[src/rtl/mips150_lsu_if.sv]
// Request, memory and load-return bundle for the MIPS150 load-store unit.
// The LSU connects through the slave modport; the driving side uses master.
interface mips150_lsu_if #(
    parameter int ADDR_W = 32
);
    logic              req_valid;
    logic [1:0]        MemWrite;
    logic              MemtoReg;
    logic [2:0]        Mask;
    logic [ADDR_W-1:0] addr;
    logic [31:0]       wdata;
    logic              req_ready;
    logic              stall;

    logic              mem_valid;
    logic [ADDR_W-1:0] mem_addr;
    logic [3:0]        mem_we;
    logic [31:0]       mem_wdata;
    logic              mem_ready;
    logic              mem_rvalid;
    logic [31:0]       mem_rdata;

    logic              ld_valid;
    logic [31:0]       ld_data;
    logic              misalign;

    modport slave (
        input  req_valid, MemWrite, MemtoReg, Mask, addr, wdata,
        output req_ready, stall,
        output mem_valid, mem_addr, mem_we, mem_wdata,
        input  mem_ready, mem_rvalid, mem_rdata,
        output ld_valid, ld_data, misalign
    );

    modport master (
        output req_valid, MemWrite, MemtoReg, Mask, addr, wdata,
        input  req_ready, stall,
        input  mem_valid, mem_addr, mem_we, mem_wdata,
        output mem_ready, mem_rvalid, mem_rdata,
        input  ld_valid, ld_data, misalign
    );
endinterface

[src/rtl/mips150_lsu.sv]
// MIPS150 load-store unit: one outstanding access, byte-lane stores, aligned/extended loads.
// Optional alignment trap: define MIPS150_LSU_MISALIGN_TRAP_EN.
module mips150_lsu #(
    parameter int ADDR_W = 32
) (
    input  logic          clk,
    input  logic          rst_n,
    mips150_lsu_if.slave  bus
);

    typedef enum logic [1:0] {
        IDLE = 2'd0,
        REQ  = 2'd1,
        WAIT = 2'd2,
        DONE = 2'd3
    } state_t;

    state_t            state_q;
    logic              memValid_q;
    logic [ADDR_W-1:0] memAddr_q;
    logic [3:0]        memWe_q;
    logic [31:0]       memWdata_q;
    logic              ldValid_q;
    logic [31:0]       ldData_q;
    logic              misalign_q;
    logic              isLoad_q;
    logic [2:0]        mask_q;
    logic [1:0]        addrLo_q;

    logic              isStore;
    logic              isLoad;
    logic              memOp;
    logic              misaligned;
    logic              accept;
    logic [3:0]        memWe_d;
    logic [31:0]       memWdata_d;
    logic [31:0]       ldData_d;

    function automatic logic [31:0] alignLoad(input logic [31:0] rdata,
                                              input logic [2:0]  mask,
                                              input logic [1:0]  lo);
        logic [31:0] shifted;
        logic [7:0]  b;
        logic [15:0] h;
        shifted = rdata >> {lo, 3'b000};
        b       = shifted[7:0];
        h       = lo[1] ? rdata[31:16] : rdata[15:0];
        case (mask)
            3'b000:  alignLoad = {{24{b[7]}}, b};
            3'b001:  alignLoad = {{16{h[15]}}, h};
            3'b011:  alignLoad = {24'h000000, b};
            3'b100:  alignLoad = {16'h0000, h};
            default: alignLoad = rdata;
        endcase
    endfunction

    // Decode the incoming instruction; a nonzero store size wins over a load.
    always_comb begin
        isStore    = (bus.MemWrite != 2'b00);
        isLoad     = bus.MemtoReg && !isStore;
        memOp      = bus.req_valid && (isStore || isLoad);
        memWe_d    = 4'b0000;
        memWdata_d = bus.wdata;
        if (isStore) begin
            case (bus.MemWrite)
                2'b01: begin
                    memWe_d    = 4'b0001 << bus.addr[1:0];
                    memWdata_d = {4{bus.wdata[7:0]}};
                end
                2'b10: begin
                    memWe_d    = bus.addr[1] ? 4'b1100 : 4'b0011;
                    memWdata_d = {2{bus.wdata[15:0]}};
                end
                default: begin
                    memWe_d    = 4'b1111;
                    memWdata_d = bus.wdata;
                end
            endcase
        end
    end

`ifdef MIPS150_LSU_MISALIGN_TRAP_EN
    always_comb begin
        misaligned = 1'b0;
        if (isStore) begin
            case (bus.MemWrite)
                2'b10:   misaligned = bus.addr[0];
                2'b11:   misaligned = (bus.addr[1:0] != 2'b00);
                default: misaligned = 1'b0;
            endcase
        end else if (isLoad) begin
            case (bus.Mask)
                3'b000, 3'b011: misaligned = 1'b0;
                3'b001, 3'b100: misaligned = bus.addr[0];
                default:        misaligned = (bus.addr[1:0] != 2'b00);
            endcase
        end
    end
`else
    assign misaligned = 1'b0;
`endif

    assign accept   = memOp && (state_q == IDLE) && !misaligned;
    assign ldData_d = alignLoad(bus.mem_rdata, mask_q, addrLo_q);

    // Single-access FSM; mem_rvalid only matters while a load is in REQ or WAIT.
    always_ff @(posedge clk) begin
        if (!rst_n) begin
            state_q    <= IDLE;
            memValid_q <= 1'b0;
            memAddr_q  <= '0;
            memWe_q    <= 4'b0000;
            memWdata_q <= 32'h0;
            ldValid_q  <= 1'b0;
            ldData_q   <= 32'h0;
            misalign_q <= 1'b0;
            isLoad_q   <= 1'b0;
            mask_q     <= 3'b000;
            addrLo_q   <= 2'b00;
        end else begin
            ldValid_q  <= 1'b0;
            misalign_q <= (state_q == IDLE) && memOp && misaligned;
            case (state_q)
                IDLE: begin
                    if (accept) begin
                        state_q    <= REQ;
                        memValid_q <= 1'b1;
                        memAddr_q  <= {bus.addr[ADDR_W-1:2], 2'b00};
                        memWe_q    <= memWe_d;
                        memWdata_q <= memWdata_d;
                        isLoad_q   <= isLoad;
                        mask_q     <= bus.Mask;
                        addrLo_q   <= bus.addr[1:0];
                    end
                end
                REQ: begin
                    if (bus.mem_ready) begin
                        memValid_q <= 1'b0;
                        memWe_q    <= 4'b0000;
                        if (!isLoad_q) begin
                            state_q <= IDLE;
                        end else if (bus.mem_rvalid) begin
                            ldData_q  <= ldData_d;
                            ldValid_q <= 1'b1;
                            state_q   <= DONE;
                        end else begin
                            state_q <= WAIT;
                        end
                    end
                end
                WAIT: begin
                    if (bus.mem_rvalid) begin
                        ldData_q  <= ldData_d;
                        ldValid_q <= 1'b1;
                        state_q   <= DONE;
                    end
                end
                default: begin
                    state_q <= IDLE;
                end
            endcase
        end
    end

    assign bus.req_ready = (state_q == IDLE);
    assign bus.stall     = rst_n && (accept || (state_q == REQ) || (state_q == WAIT));
    assign bus.mem_valid = memValid_q;
    assign bus.mem_addr  = memAddr_q;
    assign bus.mem_we    = memWe_q;
    assign bus.mem_wdata = memWdata_q;
    assign bus.ld_valid  = ldValid_q;
    assign bus.ld_data   = ldData_q;
    assign bus.misalign  = misalign_q;

endmodule

[src/flat_wrapper.sv]
// flat-port wrapper written by rule: the top's interface ports become plain ports
module mips150_lsu_flat 
#(
    parameter int ADDR_W = 32
)
  (clk, rst_n, bus_req_valid, bus_MemWrite, bus_MemtoReg, bus_Mask, bus_addr, bus_wdata, bus_req_ready, bus_stall, bus_mem_valid, bus_mem_addr, bus_mem_we, bus_mem_wdata, bus_mem_ready, bus_mem_rvalid, bus_mem_rdata, bus_ld_valid, bus_ld_data, bus_misalign);
  mips150_lsu_if #(.ADDR_W(ADDR_W)) bus_i ();
  input  logic clk;
  input  logic rst_n;
  input wire logic [$bits(bus_i.req_valid)-1:0] bus_req_valid;
  input wire logic [$bits(bus_i.MemWrite)-1:0] bus_MemWrite;
  input wire logic [$bits(bus_i.MemtoReg)-1:0] bus_MemtoReg;
  input wire logic [$bits(bus_i.Mask)-1:0] bus_Mask;
  input wire logic [$bits(bus_i.addr)-1:0] bus_addr;
  input wire logic [$bits(bus_i.wdata)-1:0] bus_wdata;
  output wire logic [$bits(bus_i.req_ready)-1:0] bus_req_ready;
  output wire logic [$bits(bus_i.stall)-1:0] bus_stall;
  output wire logic [$bits(bus_i.mem_valid)-1:0] bus_mem_valid;
  output wire logic [$bits(bus_i.mem_addr)-1:0] bus_mem_addr;
  output wire logic [$bits(bus_i.mem_we)-1:0] bus_mem_we;
  output wire logic [$bits(bus_i.mem_wdata)-1:0] bus_mem_wdata;
  input wire logic [$bits(bus_i.mem_ready)-1:0] bus_mem_ready;
  input wire logic [$bits(bus_i.mem_rvalid)-1:0] bus_mem_rvalid;
  input wire logic [$bits(bus_i.mem_rdata)-1:0] bus_mem_rdata;
  output wire logic [$bits(bus_i.ld_valid)-1:0] bus_ld_valid;
  output wire logic [$bits(bus_i.ld_data)-1:0] bus_ld_data;
  output wire logic [$bits(bus_i.misalign)-1:0] bus_misalign;
  assign bus_i.req_valid = bus_req_valid;
  assign bus_i.MemWrite = bus_MemWrite;
  assign bus_i.MemtoReg = bus_MemtoReg;
  assign bus_i.Mask = bus_Mask;
  assign bus_i.addr = bus_addr;
  assign bus_i.wdata = bus_wdata;
  assign bus_req_ready = bus_i.req_ready;
  assign bus_stall = bus_i.stall;
  assign bus_mem_valid = bus_i.mem_valid;
  assign bus_mem_addr = bus_i.mem_addr;
  assign bus_mem_we = bus_i.mem_we;
  assign bus_mem_wdata = bus_i.mem_wdata;
  assign bus_i.mem_ready = bus_mem_ready;
  assign bus_i.mem_rvalid = bus_mem_rvalid;
  assign bus_i.mem_rdata = bus_mem_rdata;
  assign bus_ld_valid = bus_i.ld_valid;
  assign bus_ld_data = bus_i.ld_data;
  assign bus_misalign = bus_i.misalign;
  mips150_lsu #(.ADDR_W(ADDR_W)) u_core (.clk(clk), .rst_n(rst_n), .bus(bus_i));
endmodule
[config.mk]
export PLATFORM = sky130hd
export DESIGN_NAME = mips150_lsu_flat
export DESIGN_NICKNAME = d
export VERILOG_FILES = /design/src/rtl/mips150_lsu_if.sv /design/src/rtl/mips150_lsu.sv /design/src/flat_wrapper.sv
export SDC_FILE = /design/constraint.sdc
export NUM_CORES = 1
export LEC_CHECK = 0
export ABC_CLOCK_PERIOD_IN_PS = 2500
export CAP_MARGIN = 20
export CORE_ASPECT_RATIO = 1.75
export CORE_MARGIN = 5
export CORE_UTILIZATION = 43
export CTS_BUF_LIST = sky130_fd_sc_hd__clkbuf_16
export DETAILED_ROUTE_END_ITERATION = 7
export PLACE_DENSITY = 0.91
export SYNTH_ARGS = -nofsm -noshare
export SYNTH_HDL_FRONTEND = slang
export SYNTH_SLANG_ARGS = --single-unit
[constraint.sdc]
create_clock -name clk -period 2.5 [get_ports clk]
set_input_delay 0.5 -clock clk [delete_from_list [all_inputs] [get_ports clk]]
set_output_delay 0.5 -clock clk [all_outputs]
set_load 0.02 [all_outputs]
==> flow_metrics.env, run 1 <==
export IMPL_antenna_left=0
export IMPL_clkPwrFrac_pct=30.2
export IMPL_wire_per_inst_um=18.6
export IMPL_rows=51
export IMPL_cts_tree="yes"
export IMPL_cts_root_buf="clkbuf_16"
export IMPL_clk_latency_ns=0.34
export IMPL_wirelength_um=17200
export IMPL_dpl_hpwl_um=13200
export IMPL_die_area_mm2=0.0137
export IMPL_grt_usage_pct=24.4
export IMPL_clock_fmax_mhz=425
export IMPL_arrival_ns=1.85
export IMPL_cts_sinks=108
export IMPL_post_route_cells_drive_above_1_share_pct=6.45
export IMPL_final_core_util_pct=66.5
export IMPL_avgSynthCellArea_um2=8.32
export IMPL_grt_max_degree=69
export IMPL_coreArea_mm2=0.0112
export IMPL_tightest_slew_ns=0.703
export IMPL_critical_path_class="input pin to output port"
export IMPL_p_per_area_mw_per_mm2=593
export IMPL_slew_viol_final=0
export IMPL_grt_pass1_vias=5428
export IMPL_ys_ff_latch=108
export IMPL_syn_inst=590
export IMPL_drt_pre_antenna_iters=5
export IMPL_critical_path_top_delay_family="buffers and inverters"
export IMPL_path_cells="clkdlybuf4s50_1 > inv_1 > ha_1 > nand2b_1 > nand3_2 > a21oi_1 > clkbuf_2"
export IMPL_cp_start_kind="input pin"
export IMPL_cts_made_buffers=9
export IMPL_rr_worst_depth=4
export IMPL_die_w_um=90.8
export IMPL_vias_per_cell=5.70
export IMPL_synth_area_mm2=0.00491
export IMPL_fin_crit_ns=2.35
export IMPL_h_tree_depth=3
export IMPL_hold_viol=0
export IMPL_critPathSlowestCell="clkdlybuf4s50_1"
export IMPL_hold_path_cell_count=2
export IMPL_cp_depth=7
export IMPL_io_buffers=208
export IMPL_antenna_found_initial=0
export IMPL_setup_violations_final=0
export IMPL_setup_tns_final_ns=0
export IMPL_fin_nets=900
export IMPL_vias=5258
export IMPL_peakVddDrop_mv=0.409
export IMPL_clk_pin_slew_ns=0.07
export IMPL_async_flop_share_pct=0
export IMPL_synth_distinct_cells=48
export IMPL_leakage_nw=2.70
export IMPL_cp_slowest_stage_delay_ns=0.48
export IMPL_drc=0
export IMPL_grt_pass1_wl_um=27100
export IMPL_fillers=887
export IMPL_p_int_w=0.00307
export IMPL_cap_violations=0
export IMPL_p_sw_w=0.00134
export IMPL_synth_ff_type="dfxtp_1"
export IMPL_crit_buf_inv=3
export IMPL_hp_class="flip-flop to flip-flop"
export IMPL_combPwrFrac_pct=26.5
export IMPL_synth_edf_count=0
export IMPL_required_ns=2.00
export IMPL_die_y_um=151
export IMPL_drtIter0Drc=275
export IMPL_pwr_share_seq_pct=43.3
export IMPL_post_cts_buffers=0
export IMPL_finalWeightedCongestion=0.937
export IMPL_clock_skew_ns=0.0103
export IMPL_diodes=0
export IMPL_synthToLayoutAreaGrowth_pct=51.4
export IMPL_grt_setup_unrepaired="false"
export IMPL_end_kind="output port"
export IMPL_outcome="complete, no violations"
export IMPL_start_util_pct=44.0
export IMPL_yosysSeqAreaShare_pct=44.0
export IMPL_crit_fanout=2
export IMPL_cts_buffer_depth=2
export IMPL_period_share_pct=94.2
export IMPL_switching_share_pct=30.4
export IMPL_slew_headroom_pct=53.0
export IMPL_yosys_warnings=0
export IMPL_ios=212
export IMPL_overflow=0
==> registers in the layout (all words and copies together) (netlist names) <==
signal	cells
u_core.state_q	2
u_core.bus.mem_valid	1
u_core.bus.mem_we	4
u_core.bus.ld_valid	1
u_core.bus.ld_data	32
u_core.mask_q	3
u_core.addrLo_q	2
u_core.bus.mem_wdata	32
u_core.bus.mem_addr	30
u_core.isLoad_q	1
==> worst register-to-register path: stages, from the launching register on <==
cell     delay (ns)
dfxtp_1        0.57
mux2_4         0.46
or2_0          0.38
a211o_1        0.36
a32o_1         0.27
==> through the flow <==
| step | hold WS (ns) | instance area [µm²] | cells | total power [W] | worst slack (ns) |
|---|---|---|---|---|---|
| finish | 0.456 | 7430 | 923 | 0.00441 | 0.145 |
| global route | 0.476 | 7430 | 923 | 0.00462 | 0.0250 |
| CTS | 0.457 | 7430 | 922 | 0.00443 | 0.00329 |
| detailed placement | 0.446 | 7150 | 906 | 0.00311 | -0.289 |
| global placement | 0.438 | 7150 | 906 | 0.00306 | -0.273 |
| floorplan | 0.462 | 4920 | 592 | 0.00253 | 0.360 |
==> layer usage <==
metal  up-vias  share of wire [%]  global-route usage [%]
li1       2459                  -                       -
met5         -                  0                       0
met4         0                6.2                    15.5
met2       259                 53                    44.8
met3        71                6.6                    5.37
met1      2469                 34                    24.6
==> final cells by class <==
type,instances,area (µm²),share of cell area [%]
clock buffers,9,225,3.03
multi-input cells,426,2520,33.9
repair buffers,234,2280,30.7
clock inverters,7,50.0,0.674
inverters,7,26.3,0.354
well taps,132,165,2.22
flip-flops and latches,108,2160,29.1
==> kinds of logic (layout without fill, tap and decap cells) <==
kind of cell | Yosys count | in the layout | synth area share (%)
buffers and inverters | 58 | 257 | 5.17
multiplexers | 19 | 19 | 4.26
XOR/XNOR | 2 | 2 | 0.357
other | 1 | 3 | 0.0764
adder cells (fa/ha/maj) | 7 | 7 | 1.78
AO/OA/AOI/OAI | 194 | 194 | 26.6
flip-flops | 108 | 108 | 44.0
AND/OR/NAND/NOR | 201 | 201 | 17.7
==> synth_stat cells (all sizes together), types with 6 or more instances <==
cell | n | area [µm²]
o211ai | 17 | 128
a221o | 8 | 80.1
and2 | 8 | 50.1
nand3 | 8 | 40.0
buf | 22 | 119
a32o | 7 | 70.1
ha | 7 | 87.6
mux2i | 16 | 160
nor3 | 10 | 50.1
nand2 | 137 | 514
clkbuf | 29 | 109
a21boi | 33 | 248
a31oi | 8 | 50.1
a211o | 14 | 123
a21oi | 59 | 295
o22ai | 8 | 50.1
o21ai | 22 | 110
dfxtp | 108 | 2160
nor2b | 6 | 37.5
inv | 7 | 26.3
nor2 | 19 | 71.3
==> worst paths after layout <==
path                                               from                       to  slack [ns]
worst max register to register         u_core.mask_q[0]    u_core.bus.ld_data[2]        0.36
worst max-delay path                    bus_MemWrite[0]                bus_stall        0.15
worst min-delay path            u_core.bus.mem_addr[22]  u_core.bus.mem_addr[22]        0.46
worst min register to register  u_core.bus.mem_addr[22]  u_core.bus.mem_addr[22]        0.46
==> cell usage in the layout (no fill, tap or decap), types with 9 or more instances in the layout <==
cell and count:
a211o_1 14, a21boi_0 31, a21oi_1 59, buf_4 25, clkbuf_16 9, clkdlybuf4s50_1 207
dfxtp_1 108, mux2i_1 16, nand2_1 137, nor2_1 19, nor3_1 10, o211ai_1 17
o21ai_0 22
==> timing repair <==
| action | 4_1_cts | 5_1_grt |
|---|---|---|
| setup endpoints to repair | 1 | 1 |
| hold buffers | 0 | 0 |
| gates cloned | 0 | 0 |
| gates resized for setup | 2 | 1 |
==> power by group through the flow <==
stage	combinational [W]	sequential [W]	clock [W]
detailed placement	0.00116	0.00195	0
finish	0.00117	0.00191	0.00133
CTS	0.00116	0.00191	0.00136
global placement	0.00113	0.00194	0
global route	0.00126	0.00192	0.00144
floorplan	0.000482	0.00205	0
(Power assumes the default switching activity.)
==> run 2: changes to the inputs <==
- TNS_END_PERCENT: not set -> 1
==> results of run 2 <==
Final layout, timing and power as in run 1 (identical DEF).
